File: config.mk
export PLATFORM = sky130hd
export DESIGN_NAME = vga_plot_sink
export DESIGN_NICKNAME = d
export VERILOG_FILES = /design/src/rtl/vga_plot_sink.sv
export SDC_FILE = /design/constraint.sdc
export NUM_CORES = 1
export LEC_CHECK = 0
export BUFFER_PORTS_ARGS = -buffer_cell sky130_fd_sc_hd__buf_2
export CORE_ASPECT_RATIO = 1.4
export CORE_MARGIN = 2
export CORE_UTILIZATION = 45
export CTS_CLUSTER_DIAMETER = 200
export DETAILED_ROUTE_END_ITERATION = 7
export PLACE_DENSITY_LB_ADDON = 0.12
export SYNTH_ARGS = -nofsm -noshare
export SYNTH_HDL_FRONTEND = slang
export SYNTH_SLANG_ARGS = --single-unit
File: constraint.sdc
create_clock -name clk -period 2.7 [get_ports clk]
set_clock_uncertainty 0.2 [all_clocks]
set_input_delay 0.54 -clock clk [delete_from_list [all_inputs] [get_ports clk]]
set_output_delay 0.54 -clock clk [all_outputs]
set_load 0.005 [all_outputs]
File: src/rtl/vga_plot_sink.sv
// Pixel-plot sink: queues plot/clear requests in order, clips and linearises
// coordinates, and drains them into a single-port framebuffer write port.
module vga_plot_sink #(
  parameter int WIDTH      = 160,
  parameter int HEIGHT     = 120,
  parameter int FIFO_DEPTH = 4,
  parameter int ADDR_W     = 15
) (
  input  logic                          clk,
  input  logic                          reset,
  input  logic [7:0]                    x,
  input  logic [7:0]                    y,
  input  logic [2:0]                    color,
  input  logic                          plot,
  input  logic                          clear_req,
  input  logic [2:0]                    clear_color,
  output logic [ADDR_W-1:0]             mem_addr,
  output logic [2:0]                    mem_data,
  output logic                          mem_we,
  input  logic                          mem_ready,
  output logic                          busy,
  output logic [$clog2(FIFO_DEPTH):0]   fifo_count,
  output logic [7:0]                    overflow_cnt,
  output logic [7:0]                    clip_cnt
);

  localparam int PTR_W = $clog2(FIFO_DEPTH);
  localparam int CNT_W = PTR_W + 1;
  localparam int ENT_W = ADDR_W + 4;
  localparam logic [ADDR_W-1:0] LAST_ADDR = ADDR_W'(WIDTH * HEIGHT - 1);
  localparam logic [ADDR_W-1:0] W_L = ADDR_W'(WIDTH);
  localparam logic [ADDR_W-1:0] H_L = ADDR_W'(HEIGHT);

  typedef enum logic [1:0] {IDLE, WRITE, CLEAR} state_t;
  state_t state, state_nxt;

  // Entry layout: {type (1 = clear), addr, color}
  logic [ENT_W-1:0] fifo_mem [FIFO_DEPTH];
  logic [PTR_W-1:0] wr_ptr, rd_ptr;
  logic [CNT_W-1:0] count;

  logic              in_range, push_req, push_ok, full, pop, accept, clipped;
  logic              next_valid, load;
  logic [ADDR_W-1:0] plot_addr;
  logic [ENT_W-1:0]  push_entry, head, next_head, load_ent;
  logic [1:0]        ov_inc;
  logic [8:0]        ov_sum;

  assign in_range   = (ADDR_W'(x) < W_L) && (ADDR_W'(y) < H_L);
  assign plot_addr  = ADDR_W'(y) * W_L + ADDR_W'(x);
  assign push_req   = clear_req | (plot & in_range);
  assign push_entry = clear_req ? {1'b1, {ADDR_W{1'b0}}, clear_color}
                                : {1'b0, plot_addr, color};
  assign full       = (count == CNT_W'(FIFO_DEPTH));
  assign push_ok    = push_req & ~full;
  assign clipped    = plot & ~clear_req & ~in_range;
  assign head       = fifo_mem[rd_ptr];
  assign accept     = mem_we & mem_ready;
  assign pop        = accept & ((state == WRITE) |
                                ((state == CLEAR) & (mem_addr == LAST_ADDR)));
  assign ov_inc     = {1'b0, clear_req & plot} + {1'b0, push_req & full};
  assign ov_sum     = {1'b0, overflow_cnt} + {7'b0, ov_inc};
  assign fifo_count = count;

  // Head after a pop: the second entry, or the entry being pushed this cycle
  // when only one was queued, so back-to-back traffic never bubbles.
  always_comb begin
    next_valid = 1'b0;
    next_head  = push_entry;
    if (count > CNT_W'(1)) begin
      next_valid = 1'b1;
      next_head  = fifo_mem[rd_ptr + PTR_W'(1)];
    end else if (push_ok) begin
      next_valid = 1'b1;
    end
  end

  assign load     = ((state == IDLE) & (count != '0)) | (pop & next_valid);
  assign load_ent = (state == IDLE) ? head : next_head;

  always_ff @(posedge clk or negedge reset) begin
    if (!reset) state <= IDLE;
    else        state <= state_nxt;
  end

  always_comb begin
    state_nxt = state;
    case (state)
      IDLE: begin
        if (count != '0) state_nxt = head[ENT_W-1] ? CLEAR : WRITE;
      end
      default: begin
        if (pop) begin
          if (next_valid) state_nxt = next_head[ENT_W-1] ? CLEAR : WRITE;
          else            state_nxt = IDLE;
        end
      end
    endcase
  end

  always_comb begin
    mem_we = (state != IDLE);
    busy   = (state != IDLE) | (count != '0);
  end

  always_ff @(posedge clk) begin
    if (push_ok) fifo_mem[wr_ptr] <= push_entry;
  end

  always_ff @(posedge clk or negedge reset) begin
    if (!reset) begin
      wr_ptr <= '0;
      rd_ptr <= '0;
      count  <= '0;
    end else begin
      if (push_ok) wr_ptr <= wr_ptr + PTR_W'(1);
      if (pop)     rd_ptr <= rd_ptr + PTR_W'(1);
      case ({push_ok, pop})
        2'b10:   count <= count + CNT_W'(1);
        2'b01:   count <= count - CNT_W'(1);
        default: count <= count;
      endcase
    end
  end

  // mem_addr doubles as the clear counter while a clear token is draining.
  always_ff @(posedge clk or negedge reset) begin
    if (!reset) begin
      mem_addr <= '0;
      mem_data <= '0;
    end else if (load) begin
      mem_addr <= load_ent[ENT_W-1] ? '0 : load_ent[ENT_W-2:3];
      mem_data <= load_ent[2:0];
    end else if (accept && state == CLEAR) begin
      mem_addr <= mem_addr + ADDR_W'(1);
    end
  end

  always_ff @(posedge clk or negedge reset) begin
    if (!reset) begin
      overflow_cnt <= '0;
      clip_cnt     <= '0;
    end else begin
      overflow_cnt <= ov_sum[8] ? 8'hFF : ov_sum[7:0];
      if (clipped && clip_cnt != 8'hFF) clip_cnt <= clip_cnt + 8'd1;
    end
  end

endmodule
==> reports/results.ini, run 1 <==
[critical_path]
worstPathArrival_ns = 2.69
critPathCaptureType = register
reg2reg_slack_ns = 0.11
ff2ff_path_depth = 8
cp_max_fo = 4
regToRegStartpoint = mem_addr[10]$_DFFE_PN0P_
crit_chain = or4b_1, or4_4, a21oi_4, buf_4, ha_2, mux2i_1, nor2_1, xnor2_1
cp_data_required_time_ns = 2.80
cpMaxStageDelayCell = or4b_1
crit_family = simple AND/OR/NAND/NOR gates
critical_path_class = register to register
crit_path_start_kind = register
cp.depth = 8
path_buf_inv = 1
crit_path_end = fifo_count[2]$_DFFE_PN0P_
r2r-end = fifo_count[2]$_DFFE_PN0P_
crit_path_max_incr_delay_ns = 0.55
startpoint = mem_addr[10]$_DFFE_PN0P_

[power]
p_switching_mw = 3.57
pwr-share-comb_pct = 47.1
p_clk_share_pct = 22.7
ir_drop_v = 0.000525
internal_power_mw = 6.10
power_mw = 9.67
pwr_density_cell_mw_per_mm2 = 1120
leakage_nw = 3.61
pwr-share-seq_pct = 30.2
switching_share_pct = 36.9

[clocking]
htree_num_levels = 4
numCtsBuffers = 17
clock-sinks = 119
cts_tree = done
root_buffer = clkbuf_16
clockBufferDepth = 2
clk_latency_ns = 0.42
clk_pin_slew_worst_paths_ns = 0.06

[yosys]
synth_seq_cells = 119
synth_largest_area_cell = edfxtp_1
synth_top_area_share_pct = 33.4
synth-seq-area-share_pct = 49.1
syn-num-nets = 627
yosys.cell_count.top_type = edfxtp_1
syn_area_mm2 = 0.00684
ys.flop_type = edfxtp_1
yosys_warnings = 0
async_flop_share_pct = 36.1
synth_common_cells = 76 x edfxtp_1, 49 x nand2_1, 43 x dfrtp_1, 43 x nor2_1, 29 x mux4_2
synth.distinct_cells = 66
synth_cells = 570
synth_edf_count = 76
syn_area_per_cell_um2 = 12.0
synthTopCellsByArea = edfxtp_1 33%, dfrtp_1 16%, mux4_2 9.6%

[drt]
drt_wl_total_um = 16900
wl_per_cell_um = 18.4
route.detailed.drc = 0
first_iter_violations = 309
post_drt_via_cell_ratio = 5.61
ant_nets = 0
vias = 5133
drtPass1Iterations = 4

[floorplan]
die_w_um = 108
die_area_mm2 = 0.0162
ios = 66
die_h_um = 150
core_mm2 = 0.0149
num_rows = 53
start_util_pct = 45.8

[placed_design]
dpl_cell_area_mm2 = 0.00802
portBuffers = 65
dp_hpwl_um = 12300
gp_congestion = 0.911

[sta]
fin_setup_tns_ns = 0
slew_headroom_pct = 67.8
finalHoldViolCount = 0
final_max_slew_viol_count = 0
worst_slew_pin_slew_ns = 0.482
min_period_ns = 2.59
timing.final.crit_share_pct = 95.9
setup_violations = 0
fmax_mhz = 386

[cells_and_area]
fin_nets = 767
fillCellCount = 1255
layout-drive-gt1-share_pct = 33.1
antenna_cells = 0
area_delta_synth_final_pct = 26.6
final_cell_area_mm2 = 0.00866

[global_route]
grt_util_all_layers_pct = 22.5
grt_pass1_wl_um = 27500
antenna_found_initial = 0
first_global_vias = 5469
grt_max_degree = 43
grt_remaining_overflow = 0

[min_path]
worstHoldPathType = register to register

[job]
drv_cap = 0

[run_status]
status = completed

[metal layers]
| layer | part of all wire, % | global-route usage, % | vias to the layer above |
|---|---|---|---|
| met5 | 0 | 0 | - |
| met2 | 53 | 40.8 | 122 |
| met4 | 1.7 | 7.50 | 0 |
| met3 | 3.8 | 4.31 | 22 |
| li1 | - | - | 2446 |
| met1 | 41 | 26.7 | 2543 |
[stage by stage]
step                utilization (%)  worst slack [ns]  hold WS, ns  instances
floorplan                         -           -0.0363       0.0444        570
global route                   58.0          -0.00372        0.287        915
detailed placement             53.7            -0.325        0.265        882
CTS                            57.7            0.0129        0.278        915
global placement               53.7            -0.253        0.256        882
finish                         58.0             0.110        0.271        915
[sequential cells by signal, indices dropped and copies added, names as in the netlist]
signal,count
fifo_mem,76
mem_addr,15
clip_cnt,8
overflow_cnt,8
fifo_count,3
mem_data,3
rd_ptr,2
state,2
wr_ptr,2
[final cells by class]
cell class                      instances  area [um2]  area share (%)
Sequential cell                       119        3360            38.8
Inverter                               19        71.3           0.824
Clock inverter                         12         128            1.47
Timing Repair Buffer                  145        1050            12.2
Tap cell                              192         240            2.78
Multi-Input combinational cell        408        3360            38.8
Clock buffer                           20         447            5.16
[worst min-delay path by stage]
stage | startpoint | cells past startpoint | end
detailed placement | mem_data[1]$_DFFE_PN0N_ | 1 | mem_data[1]$_DFFE_PN0N_
floorplan | reset | 0 | clip_cnt[0]$_DFFE_PN0P_
CTS | mem_data[1]$_DFFE_PN0N_ | 1 | mem_data[1]$_DFFE_PN0N_
global placement | mem_data[1]$_DFFE_PN0N_ | 1 | mem_data[1]$_DFFE_PN0N_
global route | clear_color[2] | 2 | fifo_mem[0][2]$_DFFE_PP_
finish | mem_data[1]$_DFFE_PN0N_ | 1 | mem_data[1]$_DFFE_PN0N_
[power groups by stage]
stage | clock network [mW] | registers (mW) | logic, mW
after floorplan | 0 | 2.88 | 2.86
after global placement | 0 | 2.91 | 4.45
after detailed placement | 0 | 2.95 | 4.53
after CTS | 2.24 | 2.92 | 4.57
after global routing | 2.32 | 2.99 | 5.00
final | 2.20 | 2.92 | 4.55
[cell usage in the layout (no fill, tap or decap), types with 4 or more instances in the layout]
cell type	n
nor2b_1	11
inv_1	19
edfxtp_1	76
xnor2_1	20
nand3_1	16
buf_12	10
ha_1	26
clkbuf_16	17
and3_1	11
nand4_1	6
and2_1	9
a32oi_1	5
or2_2	4
mux2_2	6
a31oi_1	7
o211ai_1	4
nor3_1	13
nand2_1	49
dfrtp_1	41
a211oi_1	8
buf_2	65
mux4_2	29
nand2b_1	5
nor2_1	42
a21o_1	6
xor2_1	5
o21ai_0	17
a21oi_1	17
buf_4	69
mux2i_1	21
[repair_timing]
action,4_1_cts,5_1_grt
endpoints found under the setup margin,1,18
hold buffers,1,0
endpoints found under the hold margin,18,0
buffers inserted,0,0
pin swaps,0,5
resized for setup,1,10
[logic make-up after synthesis]
| kind of cell | Yosys count | share of synthesized area [%] |
|---|---|---|
| AO/OA/AOI/OAI | 108 | 11.5 |
| XOR/XNOR | 27 | 3.46 |
| AND/OR/NAND/NOR | 187 | 13.7 |
| adder cells (fa/ha/maj) | 30 | 5.82 |
| flip-flops | 119 | 49.1 |
| buffers and inverters | 43 | 2.86 |
| multiplexers | 56 | 13.6 |
[worst register-to-register path: stages, from the launching register on]
cell and delay (ns):
dfrtp_1 0.38, or4b_1 0.55, or4_4 0.48, a21oi_4 0.18, buf_4 0.15, ha_2 0.18, mux2i_1 0.18, nor2_1 0.07
xnor2_1 0.12
Power figures use the tool's default switching activity.
==> run 2, diff against run 1 <==
- clock period: 2.7 -> 3.3 ns (I/O delays scaled with it)
==> run 2 against run 1 <==
  * Setup slack improved by 0.36 ns
  * Sequential power fell by 15%
  * Combinational power fell by 29%
  * Critical path depth rose by 1
  * Sequential cell count did not move
  * Clock power fell by 9.5%
  * Wire length fell by 5.4%
  * Largest cell class unchanged
  * Hold slack got worse by 0.22 ns
==> reports/results.ini, run 2 (synthesis gave the netlist of run 1 again) <==
[global_route]
grt_max_degree = 44  ; +2.3%
first_global_vias = 5157  ; -5.7%
grt_remaining_overflow = 0  ; unchanged
grt_pass1_wl_um = 26100  ; -5.0%
grt_util_all_layers_pct = 21.1  ; -1.4 points
antenna_found_initial = 0  ; unchanged

[drt]
drt_wl_total_um = 15900  ; -5.4%
wl_per_cell_um = 18.5  ; +0.64%
post_drt_via_cell_ratio = 5.75  ; +2.6%
drtPass1Iterations = 5  ; +1
first_iter_violations = 243  ; -21%
ant_nets = 0  ; unchanged
route.detailed.drc = 0  ; unchanged
vias = 4949  ; -3.6%

[clocking]
clockBufferDepth = 2  ; unchanged
post_cts_buffers = 0  ; unchanged
ctsHoldBuffers = 0  ; -1
cts_tree = done
htree_num_levels = 4  ; unchanged
numCtsBuffers = 17  ; unchanged
clk_pin_slew_worst_paths_ns = 0.06  ; about the same
clk_latency_ns = 0.42  ; about the same
cts-resized-gates = 0  ; -1
root_buffer = clkbuf_16
clock-sinks = 119  ; unchanged

[critical_path]
crit_family = adder cells
crit_chain = buf_2, ha_1, ha_1, inv_1, fa_1, nor2_1, nand3_1, o31a_1, o21ba_2
path_common_cell = ha_1
crit_path_start_kind = input pin
cp_data_required_time_ns = 3.25  ; +0.45 ns
path_buf_inv = 2  ; +1
cp_max_fo = 4  ; unchanged
crit_path_max_incr_delay_ns = 0.47  ; -0.08 ns
critPathCaptureType = register
cpMaxStageDelayCell = fa_1
cp.depth = 9  ; +1
critical_path_class = input pin to register
ff2ff_path_depth = 8  ; unchanged
worstPathArrival_ns = 2.78  ; +0.09 ns

[placed_design]
gp_congestion = 0.835  ; -8.4%
dp_hpwl_um = 11400  ; -7.1%
placedCellCount = 828  ; -6.1%
portBuffers = 65  ; unchanged

[cells_and_area]
layout-drive-gt1-share_pct = 26.2  ; -6.9 points
largest_reg_flops = 76  ; unchanged
multi_input_area_mm2 = 0.00328  ; -2.2%
antenna_cells = 0  ; unchanged
largest-register = fifo_mem
final_cell_mix = 76 x edfxtp_1, 65 x buf_2, 49 x nand2_1, 43 x nor2_1, 41 x dfrtp_1
area_delta_synth_final_pct = 19.7
fillCellCount = 1261  ; +0.48%
top_regs = fifo_mem (76), mem_addr (15)
regArea_mm2 = 0.00336  ; unchanged
final_common_cell = edfxtp_1
final_cells = 860  ; -6.0%
fin_nets = 712  ; -7.2%

[sta]
worst_slew_pin_slew_ns = 0.709  ; +0.226 ns
min_period_ns = 2.83
finalHoldViolCount = 0  ; unchanged
timing.final.crit_share_pct = 85.7
fin_setup_tns_ns = 0  ; unchanged
fmax_mhz = 354
setup_violations = 0  ; unchanged
final_max_slew_viol_count = 0  ; unchanged
slew_headroom_pct = 52.3  ; -16 points
rsz0062_at_grt = false

[floorplan]
core_mm2 = 0.0149  ; unchanged
die_area_mm2 = 0.0162  ; unchanged
start_util_pct = 45.8  ; unchanged
ios = 66  ; unchanged
num_rows = 53  ; unchanged
die_h_um = 150  ; unchanged
die_w_um = 108  ; unchanged

[power]
ir_drop_v = 0.000527  ; +0.38%
leakage_nw = 3.32  ; -7.9%
power_mw = 7.71  ; -20%
pwr_density_cell_mw_per_mm2 = 943  ; -16%

[min_path]
worstHoldPathType = input pin to asynchronous set/reset pin

[job]
drv_cap = 0  ; unchanged

[run_status]
status = completed

[run 2: cell types whose count changed in the layout (fill, tap and decap cells not counted), sizes merged]
cell         delta
buf            -54
dlygate4sd3     -1
clkbuf          -3
inv             +5
bufinv          +2
clkinv          -4
[run 2: per-layer routing]
layer,vias to the layer above,global-route usage [%],routed length (um)
met4,0,6.35,156
li1,2336,-,-
met5,-,0,0
met2,143,36.9,8270
met1,2457,26.7,6770
met3,13,3.75,745
[run 2: path summary, 6_finish.rpt]
path	startpoint	to	slack [ns]
worst max-delay path	y[1]	fifo_mem[2][16]$_DFFE_PP_	0.47
worst min-delay path	reset	mem_data[0]$_DFFE_PN0N_	0.05
worst max register to register	mem_addr[10]$_DFFE_PN0P_	fifo_count[2]$_DFFE_PN0P_	0.48
worst min register to register	mem_data[0]$_DFFE_PN0N_	mem_data[0]$_DFFE_PN0N_	0.27
max in group asynchronous	reset	clip_cnt[2]$_DFFE_PN0P_	2.13
min in group clk	mem_data[0]$_DFFE_PN0N_	mem_data[0]$_DFFE_PN0N_	0.27
[run 2: layout make-up]
class	instances	share of cell area, %
Clock buffer	17	5.20
Clock inverter	15	2.62
Inverter	19	0.872
Multi-Input combinational cell	408	40.1
Sequential cell	119	41.1
Tap cell	192	2.94
Timing Repair Buffer	90	7.19
[run 2: metrics by stage]
stage	instance area [um2]	hold WS (ns)	worst slack [ns]	utilization (%)
6_report	8180	0.0468	0.472	54.8
5_1_grt	8180	0.0853	0.330	54.8
4_1_cts	8180	0.0599	0.447	54.8
3_5_place_dp	7540	0.260	0.0547	50.5
3_3_place_gp	7540	0.256	0.127	50.5
2_1_floorplan	6840	0.164	0.291	-
[run 2: worst register-to-register path, delay by kind of cell (launching register included)]
| kind | cells | cell delay, ns |
|---|---|---|
| AO/OA/AOI/OAI | 1 | 0.20 |
| multiplexers | 1 | 0.22 |
| buffers and inverters | 1 | 0.16 |
| AND/OR/NAND/NOR | 3 | 1.15 |
| XOR/XNOR | 1 | 0.12 |
| flip-flops | 1 | 0.46 |
| adder cells (fa/ha/maj) | 1 | 0.20 |
[run 2: report_power, final]
group / switching, mW / total, mW / internal, mW
clock: 0.710 / 1.99 / 1.28
sequential: 0.403 / 2.48 / 2.07
combinational: 1.72 / 3.24 / 1.52
